--- config.mk ---
export PLATFORM = sky130hd
export DESIGN_NAME = eth_rx_frame_check
export DESIGN_NICKNAME = d
export VERILOG_FILES = /design/src/rtl/eth_rx_frame_check_pkg.sv /design/src/rtl/eth_rx_frame_check_crc32_d8.sv /design/src/rtl/eth_rx_frame_check.sv
export SDC_FILE = /design/constraint.sdc
export NUM_CORES = 1
export LEC_CHECK = 0
export BUFFER_PORTS_ARGS = -buffer_cell sky130_fd_sc_hd__buf_2
export CAP_MARGIN = 15
export CELL_PAD_IN_SITES_DETAIL_PLACEMENT = 1
export CELL_PAD_IN_SITES_GLOBAL_PLACEMENT = 1
export CORE_ASPECT_RATIO = 0.75
export CORE_MARGIN = 4
export CORE_UTILIZATION = 45
export CTS_CLUSTER_SIZE = 20
export DETAILED_ROUTE_END_ITERATION = 8
export HOLD_SLACK_MARGIN = 0.03
export PLACE_DENSITY = 0.81
export SETUP_SLACK_MARGIN = 0.3
export SLEW_MARGIN = 20
export SYNTH_ARGS = -nofsm -noshare
export SYNTH_HDL_FRONTEND = slang
export SYNTH_SLANG_ARGS = --single-unit
--- constraint.sdc ---
create_clock -name clk -period 2.2 [get_ports clk]
set_clock_uncertainty 0.05 [all_clocks]
set_input_delay 0.22 -clock clk [delete_from_list [all_inputs] [get_ports clk]]
set_output_delay 0.22 -clock clk [all_outputs]
set_load 0.01 [all_outputs]
--- src/rtl/eth_rx_frame_check_pkg.sv ---
// Shared Ethernet definitions: receive frame-check FSM states and CRC-32 / framing constants.
package libeth;

    typedef enum logic [2:0] {
        StIdle,
        StPreamble,
        StData,
        StReport,
        StDrop
    } eth_rx_fc_state_type;

    localparam logic [31:0] CRC32_POLY    = 32'hEDB88320;
    localparam logic [31:0] CRC32_INIT    = 32'hFFFFFFFF;
    localparam logic [31:0] CRC32_RESIDUE = 32'hDEBB20E3;

    localparam logic [7:0] PREAMBLE_BYTE = 8'h55;
    localparam logic [7:0] SFD_BYTE      = 8'hD5;

endpackage

--- src/rtl/eth_rx_frame_check_crc32_d8.sv ---
// Combinational reflected CRC-32 step over one byte, LSB first; also used by the TX FCS generator.
module eth_crc32_d8
    import libeth::*;
(
    input  logic [31:0] crc_in,
    input  logic [7:0]  data,
    output logic [31:0] crc_out
);

    logic [31:0] w_crc;

    always_comb begin
        w_crc = crc_in ^ {24'h000000, data};
        for (int i = 0; i < 8; i++) begin
            w_crc = w_crc[0] ? ((w_crc >> 1) ^ CRC32_POLY) : (w_crc >> 1);
        end
        crc_out = w_crc;
    end

endmodule

--- src/rtl/eth_rx_frame_check.sv ---
// GMII receive framer: strips preamble/SFD, forwards frame bytes, reports CRC/length verdict.
// Define ETH_RX_STATS_EN to build the saturating good/bad frame counters.
module eth_rx_frame_check
    import libeth::*;
#(
    parameter int unsigned MIN_FRAME = 64,
    parameter int unsigned MAX_FRAME = 1518
) (
    input  logic        clk,
    input  logic        reset,
    input  logic [7:0]  gmii_rxd,
    input  logic        gmii_rxdv,
    input  logic        gmii_rxer,
    output logic [7:0]  rxd,
    output logic        rxdv,
    output logic        packetvalid,
    output logic        packetinvalid,
    output logic [15:0] good_cnt,
    output logic [15:0] bad_cnt
);

    localparam logic [10:0] CNT_MAX = 11'h7FF;
    localparam logic [10:0] MIN_CNT = 11'(MIN_FRAME);
    localparam logic [10:0] MAX_CNT = 11'(MAX_FRAME);

    eth_rx_fc_state_type r_state, w_state_next;

    logic [7:0]  r_in_rxd;
    logic        r_in_rxdv;
    logic        r_in_rxer;
    logic [31:0] r_crc;
    logic [31:0] w_crc_next;
    logic [10:0] r_cnt;
    logic        r_err;
    logic        w_start;
    logic        w_fwd;
    logic        w_report;
    logic        w_good;

    eth_crc32_d8 u_crc (
        .crc_in  (r_crc),
        .data    (r_in_rxd),
        .crc_out (w_crc_next)
    );

    always_comb begin
        w_state_next = r_state;
        w_start      = 1'b0;
        w_fwd        = 1'b0;
        w_report     = 1'b0;
        unique case (r_state)
            StIdle, StPreamble: begin
                if (!r_in_rxdv) begin
                    w_state_next = StIdle;
                end else if (r_in_rxd == PREAMBLE_BYTE) begin
                    w_state_next = StPreamble;
                end else if (r_in_rxd == SFD_BYTE) begin
                    w_state_next = StData;
                    w_start      = 1'b1;
                end else begin
                    w_state_next = StDrop;
                end
            end
            StData: begin
                if (r_in_rxdv) w_fwd = 1'b1;
                else           w_state_next = StReport;
            end
            StReport: begin
                w_report     = 1'b1;
                w_state_next = StIdle;
            end
            StDrop: begin
                if (!r_in_rxdv) w_state_next = StIdle;
            end
            default: w_state_next = StIdle;
        endcase
    end

    assign w_good = (r_crc == CRC32_RESIDUE) && (r_cnt >= MIN_CNT) && (r_cnt <= MAX_CNT) && !r_err;

    always_ff @(posedge clk or negedge reset) begin
        if (!reset) begin
            r_state       <= StIdle;
            r_in_rxd      <= 8'h00;
            r_in_rxdv     <= 1'b0;
            r_in_rxer     <= 1'b0;
            r_crc         <= CRC32_INIT;
            r_cnt         <= 11'd0;
            r_err         <= 1'b0;
            rxd           <= 8'h00;
            rxdv          <= 1'b0;
            packetvalid   <= 1'b0;
            packetinvalid <= 1'b0;
        end else begin
            // Freeze the input stage during the verdict cycle so a back-to-back preamble byte waits for IDLE.
            if (r_state != StReport) begin
                r_in_rxd  <= gmii_rxd;
                r_in_rxdv <= gmii_rxdv;
                r_in_rxer <= gmii_rxer;
            end
            r_state       <= w_state_next;
            rxdv          <= w_fwd;
            packetvalid   <= w_report & w_good;
            packetinvalid <= w_report & ~w_good;
            if (w_fwd) rxd <= r_in_rxd;
            if (w_start) begin
                r_crc <= CRC32_INIT;
                r_cnt <= 11'd0;
                r_err <= 1'b0;
            end else if (w_fwd) begin
                r_crc <= w_crc_next;
                if (r_cnt != CNT_MAX) r_cnt <= r_cnt + 11'd1;
            end
            if (r_state == StData && r_in_rxer) r_err <= 1'b1;
        end
    end

`ifdef ETH_RX_STATS_EN
    logic [15:0] r_good_cnt;
    logic [15:0] r_bad_cnt;

    always_ff @(posedge clk or negedge reset) begin
        if (!reset) begin
            r_good_cnt <= 16'h0000;
            r_bad_cnt  <= 16'h0000;
        end else begin
            if (packetvalid && r_good_cnt != 16'hFFFF)  r_good_cnt <= r_good_cnt + 16'd1;
            if (packetinvalid && r_bad_cnt != 16'hFFFF) r_bad_cnt  <= r_bad_cnt + 16'd1;
        end
    end

    assign good_cnt = r_good_cnt;
    assign bad_cnt  = r_bad_cnt;
`else
    assign good_cnt = 16'h0000;
    assign bad_cnt  = 16'h0000;
`endif

endmodule
==> out/metrics.cfg <==
[synthesis]
ys_ff_latch=68
syn_area_mm2=0.00407
synth_edf_count=0
postSynth.asyncResetShare_pct=100
synth_seq_area_share_pct=42.8
avgSynthCellArea_um2=12.0
ys_warn_count=0
syn_inst=339
synth_ff_type=dfrtp_1
ys_types=51

[cts]
cts-root-buf=clkbuf_16
cts_buffers=9
htree_levels=3
clock_path_buffers=2
clk_pin_slew_ns=0.06
clkLatencyLatePin_ns=0.34
cts_tree=done
clock-sinks=68

[finish]
diodes=0
layout-drive-gt1-share_pct=40.0
layout_common_cells=39 x buf_4, 37 x nand2_1, 32 x conb_1, 32 x dfrtp_1, 32 x dfstp_2
layout_commonest_cell=buf_4
area_growth_pct=27.0
final_cells=528
fin_nets=429

[power]
vdd.ir_drop.worst_v=0.000665
power.share.sequential_pct=35.0
pwr-share-comb_pct=32.4
p_int_w=0.00295
switching_share_pct=28.4
clkPwrFrac_pct=32.5
leakagePower_nw=2.36
power_density_mw_per_mm2=798
p_sw_w=0.00117

[detailed_routing]
drc_errors=0
vias=2900
drt_first_pass_iters=4
drt-vias-per-instance=5.49
first_iter_violations=155
avgRoutedWirePerCell_um=23.7
totalWireLength_mm=12.5
ant_nets=0

[hold_path]
hold_class=primary input to register
holdPathStages=3

[sta]
drv_slew=0
fmax_ghz=0.513
final_hold_viol_count=0
fin_ws_ns=0.251
finalSetupViolCount=0
fin_tns_setup_ns=0
rsz0062_at_grt=true
period_minus_slack_ns=1.95
fin_crit_sh_pct=88.6

[outcome]
status=finished clean

[place]
io_buffers=22
hpwlAfterDp_mm=6.91
routabilityCongestion=0.893
dp.cells=470
pre_cts_slack_ns=0.179

[flow_run]
drv_cap=0

[grt]
antenna_found_initial=0
grt_pass1_vias=3042
grt_pass1_wl_mm=17.2
overflow=0
grt_max_degree=69
grt_usage_pct=21.1

[floorplan]
die_height_um=90.4
dieArea_mm2=0.0107
die_x_um=118
design.core.area_mm2=0.00864
rows=29
io_pins=55
initial_core_util_pct=47.2

[critical_path]
reg2reg_depth=5
arrival_ns=2.17
crit_required_ns=2.42
crit_fanout=6
critPathLaunchType=register
cp-end-kind=register
path_class=register to register

[area by class of cell]
type | instances | area [um2]
Sequential cell | 68 | 1750
Clock inverter | 2 | 10.0
Inverter | 8 | 30.0
Timing Repair Buffer | 76 | 634
Clock buffer | 14 | 264
Fill cell | 879 | 3460
Tap cell | 108 | 135
Multi-Input combinational cell | 252 | 2350
[final timing paths]
| kind | slack, ns | to | startpoint |
|---|---|---|---|
| min in group asynchronous | 0.38 | r_in_rxer$_DFFE_PN0N_ | reset |
| min reg2reg | 0.43 | rxd[5]$_DFFE_PN0P_ | rxd[5]$_DFFE_PN0P_ |
| max reg2reg | 0.25 | r_crc[21]$_DFFE_PN1P_ | r_crc[1]$_DFFE_PN1P_ |
| max in group asynchronous | 1.37 | r_crc[9]$_DFFE_PN1P_ | reset |
| min | 0.05 | r_in_rxer$_DFFE_PN0N_ | gmii_rxer |
| max | 0.25 | r_crc[21]$_DFFE_PN1P_ | r_crc[1]$_DFFE_PN1P_ |
[power by group through the flow]
| stage | combinational (W) | sequential (W) | clock [W] |
|---|---|---|---|
| floorplan | 0.000796 | 0.00142 | 0 |
| global placement | 0.000921 | 0.00144 | 0 |
| detailed placement | 0.000941 | 0.00145 | 0 |
| CTS | 0.00110 | 0.00143 | 0.00136 |
| global route | 0.00141 | 0.00145 | 0.00144 |
| finish | 0.00134 | 0.00145 | 0.00134 |
[per-stage QoR]
| step | area [um2] | power [W] | hold WS (ns) | utilization (%) |
|---|---|---|---|---|
| 3_5_place_dp | 4260 | 0.00239 | 0.222 | 49.3 |
| 5_1_grt | 5170 | 0.00430 | 0.0530 | 59.9 |
| 2_1_floorplan | 4190 | 0.00221 | -0.126 | - |
| 4_1_cts | 4770 | 0.00389 | 0.0524 | 55.2 |
| 3_3_place_gp | 4260 | 0.00236 | 0.218 | 49.3 |
| 6_report | 5170 | 0.00413 | 0.0529 | 59.9 |
[worst max-delay path: stages, from the launching register on]
cell and delay [ns]:
dfstp_2 0.59, xor2_4 0.22, buf_12 0.16, xnor2_4 0.16, xor3_1 0.49, o22a_1 0.20
[cells by family after synthesis]
logic type	Yosys count	synth area share (%)
multiplexers	11	2.98
buffers and inverters	50	7.86
XOR/XNOR	64	24.2
other	1	0.0920
AO/OA/AOI/OAI	55	9.95
flip-flops	68	42.8
AND/OR/NAND/NOR	88	11.6
adder cells (fa/ha/maj)	2	0.614
[registers in the layout, summed over array words and instances, names as in the netlist, 3 cells and up]
signal    count
r_crc        32
r_state       3
r_in_rxd      8
rxd           8
r_cnt        11
[cell usage after synthesis, types with 2 or more instances]
cell type	number	share of area, %
a21oi_1	10	1.2
a2bb2oi_1	21	4.5
and4_1	2	0.43
and4b_1	3	0.74
buf_4	35	6.4
clkbuf_1	6	0.55
dfrtp_1	36	22
dfstp_2	32	21
ha_1	2	0.61
inv_1	7	0.65
mux2_2	9	2.5
mux2i_1	2	0.49
nand2_1	37	3.4
nand2b_1	3	0.46
nand3_1	6	0.74
nand4_1	2	0.31
nor2_1	6	0.55
nor2b_1	2	0.31
nor3_1	6	0.74
nor4_1	4	0.61
o21ai_0	10	1.2
o22a_1	8	1.7
o31ai_1	2	0.37
or3_1	4	0.61
or4_1	2	0.37
xnor2_1	22	4.7
xnor2_2	7	2.8
xnor2_4	3	2.0
xnor3_1	15	8.3
xor2_1	10	2.1
xor3_1	5	2.9
[timing repair]
action | 4_1_cts | 5_1_grt
buffers inserted | 17 | 23
pin swaps | 9 | 20
hold buffers | 1 | 0
resized for setup | 11 | 34
setup endpoints to repair | 17 | 28
cloned | 0 | 1
hold endpoints to repair | 36 | 0
[metal layers]
metal | GRT usage (%) | wire (um) | up-vias
li1 | - | - | 1285
met1 | 26.3 | 5020 | 1514
met2 | 35.7 | 6470 | 65
met3 | 5.20 | 522 | 36
met4 | 8.00 | 513 | 0
met5 | 0 | 0 | -
(Power assumes the default switching activity.)
